==> src/rtl/exc_request_ctrl.sv <==
// -----------------------------------------------------------------------------
// exc_request_ctrl
//
// Exception request controller: the source side of the Exc/ExcAck/ERet/EStatus
// handshake with the processor's exception unit. It latches single-cycle
// events from NSRC sources into pending flags and arbitrates them by fixed
// priority (lowest index wins, timer last). It presents one request at a time
// with a frozen 4-bit cause code. After the exception unit acknowledges, no
// further request is raised until the handler retires with ERet.
//
// Optional feature: define EXC_TIMER_EN to enable a periodic timer source.
// The timer presents cause code 4'hF. When the macro is undefined,
// tmr_period is ignored.
//
// Parameters:
//   NSRC     number of event sources (1..14); source i reports code i+1
//   TIMER_W  width of the timer counter and period
//
// Ports:
//   clk         clock, rising edge
//   reset       asynchronous active-low reset
//   src_req     per-source event pulses
//   ExcAck      exception unit acknowledge (vector reached fetch)
//   ERet        ERET retiring, ends the handler
//   tmr_period  timer period in cycles, 0 stops the timer
//   Exc         exception request (registered)
//   EStatus     cause code of the presented request (registered)
//   pending     pending flags per source
//   in_handler  high while the handler runs
//   src_ovf     sticky per-source overflow (event while already pending)
// -----------------------------------------------------------------------------
module exc_request_ctrl #(
    parameter int unsigned NSRC    = 4,
    parameter int unsigned TIMER_W = 16
) (
    input  logic               clk,
    input  logic               reset,
    input  logic [NSRC-1:0]    src_req,
    input  logic               ExcAck,
    input  logic               ERet,
    input  logic [TIMER_W-1:0] tmr_period,
    output logic               Exc,
    output logic [3:0]         EStatus,
    output logic [NSRC-1:0]    pending,
    output logic               in_handler,
    output logic [NSRC-1:0]    src_ovf
);

    localparam int unsigned CODE_W = 4;

    localparam logic [CODE_W-1:0] CODE_NONE = 4'h0;
    localparam logic [CODE_W-1:0] CODE_TMR  = 4'hF;

    localparam logic [1:0] S_IDLE    = 2'd0;
    localparam logic [1:0] S_REQ     = 2'd1;
    localparam logic [1:0] S_HANDLER = 2'd2;

    logic [1:0]        state_q, state_d;
    logic              exc_q, exc_d;
    logic [CODE_W-1:0] estatus_q, estatus_d;
    logic              in_handler_q, in_handler_d;
    logic [NSRC-1:0]   pending_q, pending_d;
    logic [NSRC-1:0]   src_ovf_q, src_ovf_d;

    logic              ack_fire_c;
    logic [NSRC-1:0]   src_clr_c;
    logic              tmr_clr_c;
    logic              tmr_pend_c;
    logic              any_pend_c;
    logic [CODE_W-1:0] win_code_c;

    // Acknowledge is only meaningful while a request is presented.
    assign ack_fire_c = (state_q == S_REQ) && ExcAck;

    // Fixed-priority winner: walk from the highest index down so the lowest
    // pending index is assigned last and wins; the timer is the fallback.
    always_comb begin
        win_code_c = tmr_pend_c ? CODE_TMR : CODE_NONE;
        for (int i = int'(NSRC) - 1; i >= 0; i--) begin
            if (pending_q[i]) begin
                win_code_c = CODE_W'(i + 1);
            end
        end
    end

    assign any_pend_c = (|pending_q) | tmr_pend_c;

    // The flag to clear on ack is the one whose code is frozen in EStatus.
    always_comb begin
        src_clr_c = '0;
        for (int i = 0; i < int'(NSRC); i++) begin
            src_clr_c[i] = ack_fire_c && (estatus_q == CODE_W'(i + 1));
        end
        tmr_clr_c = ack_fire_c && (estatus_q == CODE_TMR);
    end

    // Pending accumulation; a new event in the clearing cycle keeps the flag.
    always_comb begin
        pending_d = (pending_q & ~src_clr_c) | src_req;
        src_ovf_d = src_ovf_q | (src_req & pending_q & ~src_clr_c);
    end

`ifdef EXC_TIMER_EN
    logic [TIMER_W-1:0] tmr_cnt_q, tmr_cnt_d;
    logic               tmr_pend_q, tmr_pend_d;
    logic               tmr_wrap_c;

    // Free-running period counter. It wraps when it reaches period-1. The >=
    // also recovers a count left above a newly shortened period.
    always_comb begin
        tmr_cnt_d  = tmr_cnt_q;
        tmr_wrap_c = 1'b0;
        if (tmr_period == '0) begin
            tmr_cnt_d = '0;
        end else if (tmr_cnt_q >= (tmr_period - TIMER_W'(1))) begin
            tmr_cnt_d  = '0;
            tmr_wrap_c = 1'b1;
        end else begin
            tmr_cnt_d = tmr_cnt_q + TIMER_W'(1);
        end
        tmr_pend_d = (tmr_pend_q & ~tmr_clr_c) | tmr_wrap_c;
    end

    // Timer state registers.
    always_ff @(posedge clk or negedge reset) begin
        if (!reset) begin
            tmr_cnt_q  <= '0;
            tmr_pend_q <= 1'b0;
        end else begin
            tmr_cnt_q  <= tmr_cnt_d;
            tmr_pend_q <= tmr_pend_d;
        end
    end

    assign tmr_pend_c = tmr_pend_q;
`else
    logic unused_tmr_c;

    assign tmr_pend_c   = 1'b0;
    assign unused_tmr_c = ^{tmr_period, tmr_clr_c};
`endif

    // Request FSM: next state plus the registered output values.
    always_comb begin
        state_d   = state_q;
        estatus_d = estatus_q;
        case (state_q)
            S_IDLE: begin
                if (any_pend_c) begin
                    state_d   = S_REQ;
                    estatus_d = win_code_c;
                end
            end
            S_REQ: begin
                // EStatus stays frozen even if a higher-priority source arrives.
                if (ExcAck) begin
                    state_d = S_HANDLER;
                end
            end
            S_HANDLER: begin
                if (ERet) begin
                    state_d   = S_IDLE;
                    estatus_d = CODE_NONE;
                end
            end
            default: begin
                state_d   = S_IDLE;
                estatus_d = CODE_NONE;
            end
        endcase
        exc_d        = (state_d == S_REQ);
        in_handler_d = (state_d == S_HANDLER);
    end

    // State and output registers.
    always_ff @(posedge clk or negedge reset) begin
        if (!reset) begin
            state_q      <= S_IDLE;
            exc_q        <= 1'b0;
            estatus_q    <= CODE_NONE;
            in_handler_q <= 1'b0;
            pending_q    <= '0;
            src_ovf_q    <= '0;
        end else begin
            state_q      <= state_d;
            exc_q        <= exc_d;
            estatus_q    <= estatus_d;
            in_handler_q <= in_handler_d;
            pending_q    <= pending_d;
            src_ovf_q    <= src_ovf_d;
        end
    end

    assign Exc        = exc_q;
    assign EStatus    = estatus_q;
    assign pending    = pending_q;
    assign in_handler = in_handler_q;
    assign src_ovf    = src_ovf_q;

endmodule

==> config.mk <==
export PLATFORM = sky130hd
export DESIGN_NAME = exc_request_ctrl
export DESIGN_NICKNAME = d
export VERILOG_FILES = /design/src/rtl/exc_request_ctrl.sv
export SDC_FILE = /design/constraint.sdc
export NUM_CORES = 1
export LEC_CHECK = 0
export ABC_AREA = 1
export ABC_CLOCK_PERIOD_IN_PS = 1330
export BUFFER_PORTS_ARGS = -buffer_cell sky130_fd_sc_hd__buf_2
export CAP_MARGIN = 30
export CORE_MARGIN = 5
export CORE_UTILIZATION = 42
export CTS_CLUSTER_SIZE = 25
export DETAILED_ROUTE_END_ITERATION = 8
export PLACE_DENSITY = 0.84
export SETUP_SLACK_MARGIN = 0.15
export SLEW_MARGIN = 10
export SYNTH_ARGS = -nofsm -noshare
export SYNTH_HDL_FRONTEND = slang
export SYNTH_SLANG_ARGS = --single-unit
==> constraint.sdc <==
create_clock -name clk -period 1.33 [get_ports clk]
set_input_delay 0.399 -clock clk [delete_from_list [all_inputs] [get_ports clk]]
set_output_delay 0.399 -clock clk [all_outputs]
set_load 0.05 [all_outputs]
**Word-level counts from Yosys, hierarchy flattened**

Cells that the tools add are included.
Widths: inputs -> output; s select.

- Flip-flop bits (word level): 16
- Input port bits: 24
- Logic and storage cells: 42

- Eq/ne operators: 10
- Muxes and demuxes: 11
- Bitwise gates (word level): 7
- Reduce and logical (&&, ||, !) cells: 8

Operator list:

| cell | count |
|---|---|
| $and 4x4->4 | 3 |
| $mux 3 | 4 |
| $pmux 4 s3 | 1 |
| $eq 4x2->1 const B | 2 |
| $mux 4 | 2 |
| $or 4x4->4 | 2 |
| $mux 2 | 3 |
| $pmux 2 s3 | 1 |
| $logic_and 1x1->1 | 5 |
| $eq 2x1->1 const B | 2 |
| $eq 2x2->1 const B | 2 |
| $eq 4x1->1 const B | 1 |
| $eq 4x3->1 const B | 1 |
| $ne 2x2->1 const B | 2 |
| $not 4->4 | 1 |
| $reduce_or 4->1 | 1 |
| $reduce_and 3->1 | 1 |
| $logic_not 2->1 | 1 |
| $not 1->1 | 1 |

**Depth between registers and ports, before layout**

- Word-level depth: 6
- Mapped depth: 6

**Least setup slack after synthesis**

No wires, ideal clock.

- Path type: register to register
- Start point: reg estatus_q[2], in the netlist EStatus[2]
- End point: reg pending_q[3], in the netlist pending[3]
- Setup time: 0.120 ns
- Data arrival time: 1.072 ns
- Required time: 1.210 ns
- Setup slack: 0.138 ns
- Stages on the path, launching flop included: 6
- Period minus slack after synthesis: 1.192 ns
- Path through: dfrtp_1 inv_1 nor3_1 nand2_1 nand2_1 nand2_1

- Cells in the longest elaborated chain, start to end: 5

RTL lines:

| what | line | source |
|---|---|---|
| start: declaration | 60 | `logic [CODE_W-1:0] estatus_q, estatus_d;` |
| start signal: assignment | 187 | `estatus_q <= estatus_d;` |
| $eq 4x3->1 | 92 | `src_clr_c[i] = ack_fire_c && (estatus_q == CODE_W'(i + 1));` |
| $logic_and 1x1->1 | 92 |  |
| $not 4->4 | 99 | `pending_d = (pending_q & ~src_clr_c) \| src_req;` |
| $and 4x4->4 | 99 |  |
| $or 4x4->4 | 99 |  |
| named net pending_d[3] | 62 | `logic [NSRC-1:0] pending_q, pending_d;` |
| end signal: assignment | 189 | `pending_q <= pending_d;` |
| end: declaration | 62 |  |

The timed path passes the listed nets, and every way through them passes these cells.
A chain may end at the register's enable or synchronous reset.

**Worst setup path in the final report**

- Start point: reg pending_q[1], in the netlist pending[1]
- End point: out pending[1]

RTL lines:

| what | line | source |
|---|---|---|
| end: declaration | 44 | `output logic [NSRC-1:0] pending,` |

No word-level cell between the ends.

==> metrics.txt <==
Ports 38; DP Wirelength roughly 1100 um; CTS Buffer Depth 2; power per cell area 1740 nW/um2; Synth area leader dfrtp_1; Post-Synth XOR/XNOR Area 0%; Synth area leaders dfrtp_1 54%, nand2_1 18%, inv_1 9.2%; post-detailed-route count of antenna-violating nets 0; Synth Register Bits 15; post-synthesis mux area share 0%; clock sink count 15; initial antenna violation count 0; cell-by-cell trace of the critical path buf_6; Net Count, Synth roughly 110; synth-to-layout area growth 42.9%; CP delay by family, top flip-flops; Placed Cells 127; Leakage 0.000561 uW; CTS tree built; Syn Area/Cell roughly 7.7 um2; maximum clock frequency 801 MHz; # rows 14; status completed; RSZ-0062 raised after global routing yes; DR vias/cell 4.75; later-pin clock latency in the skew report 0.27 ns; WHS 0.0125 ns; post-synthesis cell area 691 um2; Unique masters post-synth 14; most common cell in the netlist nand2_1; crit share post-route 93.9%; largest net degree at the start of global routing 16; Post-Synth Adder-Cell Area 0%; final hold vios 0; crit path max fanout 2; Detailed Route WL 1500 um; DRT Pass-1 Iters 4; Compound-Gate Fraction of Synth Area 5.43%; CP max stage cell dfrtp_2; VDD IR max 853 uV; Slew Limit Fails 0; crit path time final between 1 and 1.5 ns; Vias between 600 and 700; Tot GR Track Use 12.0%; Post-CTS Hold Buffers 0; WP buf/inv 1; simple-gate share of the synthesized area a little under 30%; Post-Layout Cell Count 138; Setup crit start kind flip-flop; Area after DPL ~820 um2; n_diodes 0; Core ar. about 1500 um2; vias in the first global route about 620; Clock transition at path regs 0.09 ns; ratio of cells with drive above 1 in the final layout approximately a third; post-synth top area share a little over half; root buf cell clkbuf_4; initial core utilization around 45%; Die Y 50.6 um; Hold Crit Class input port to async pin; # setup viols final 0; Syn. warnings 0; largest family of logic cells by synthesized area simple AND/OR/NAND/NOR gates; sequential area share after synthesis 54.3%; DR iter-0 viols 7; fill count 134; total gr overflow 0; DR WL/cell 10.8 um; first-pass GRT wire length approximately 2500 um; die footprint roughly 2600 um2; Worst Path Class, Setup flip-flop to output port; Arrival @ worst endpoint 0.85 ns; max_cap viols 0; CP peak stage delay 0.42 ns; final-stage net count 147; placer congestion estimate roughly 0.78; Worst setup EP type output port; port bufs 20; number of synthesized flops with an enable pin 0; Die W a little over 50 um; Commonest cells post-synth 33 x nand2_1, 17 x inv_1, 15 x dfrtp_1, 8 x nor2_1, 4 x o21ai_0; DRC 0; Inserted Clock Buffers 3; design area 987 um2; async set-reset flop share out of synthesis between 90% and 100%; WP data required 0.93 ns; Mapped Cells 90; most common flop cell mapped by yosys dfrtp_1; final setup skew 0.00434 ns; final setup TNS 0 ns; H-tree depth 1
[sequential cells by signal (all words and copies together) (netlist names)]
register	flops
pending	4
src_ovf	4
EStatus	3
state_q	2
Exc	1
in_handler	1
[power breakdown]
group / total, uW / internal (uW) / switching (uW) / leakage [uW]
sequential: 630 / 556 / 74.7 / 0.000155
clock: 250 / 116 / 134 / 0.0000150
combinational: 833 / 289 / 544 / 0.000391
total: 1710 / 961 / 753 / 0.000561
[cell type report]
cell class	count	area (um2)	area share [%]
repair buffers	29	249	25.2
multi-input cells	56	245	24.8
inverters	18	67.6	6.84
flip-flops and latches	15	379	38.4
clock buffers	4	26.3	2.66
well taps	16	20.0	2.03
[timing repair]
item / 4_1_cts / 5_1_grt
endpoints found under the hold margin: 0 / 0
pin swaps: 0 / 0
setup endpoints to repair: 13 / 20
resized for setup: 27 / 3
setup buffers: 6 / 1
[layer usage]
metal  vias up  track usage, %  part of all wire, %
li1        328               -                    -
met1       299            15.6                   41
met2        26            19.0                   50
met3         2            4.44                  8.3
met4         0            2.55                 0.80
met5         -               0                    0
[final timing paths]
kind,start,endpoint,slack (ns),depth (start not counted)
min,reset,state_q[1]$_DFF_PN0_,0.01,1
max,pending[1]$_DFF_PN0_,pending[1],0.08,1
min in group clk,src_req[2],pending[2]$_DFF_PN0_,0.32,3
min reg2reg,src_ovf[1]$_DFF_PN0_,src_ovf[1]$_DFF_PN0_,0.49,2
max in group asynchronous,reset,pending[1]$_DFF_PN0_,1.04,1
max reg2reg,pending[1]$_DFF_PN0_,EStatus[2]$_DFFE_PN0P_,0.22,6
[cell usage in the layout (no fill, tap or decap)]
master and n:
o21ai_0 3, o21ai_1 1, inv_1 17, nor2_1 6
nor2_2 3, nor3_1 1, dfrtp_2 3, nand2_2 2
inv_2 1, nand4_1 1, clkbuf_1 1, dfrtp_1 12
o2bb2ai_1 2, clkbuf_4 3, buf_6 13, buf_2 7
buf_4 9, conb_1 1, nand3_1 3, nand2_1 33
[cell families (layout without fill, tap and decap cells)]
group           after synthesis  in the layout
compound gates                6              6
other cells                   1              1
buf+inv                      19             51
simple gates                 49             49
flops                        15             15
[through the flow]
stage	utilization [%]	total power [uW]	worst slack (ns)
2_1_floorplan	-	1140	0.159
3_3_place_gp	53.2	1280	0.226
3_5_place_dp	53.2	1310	0.213
4_1_cts	63.2	1710	0.0821
5_1_grt	64.0	1820	0.0452
6_report	64.0	1710	0.0814
(Power assumes the default switching activity.)
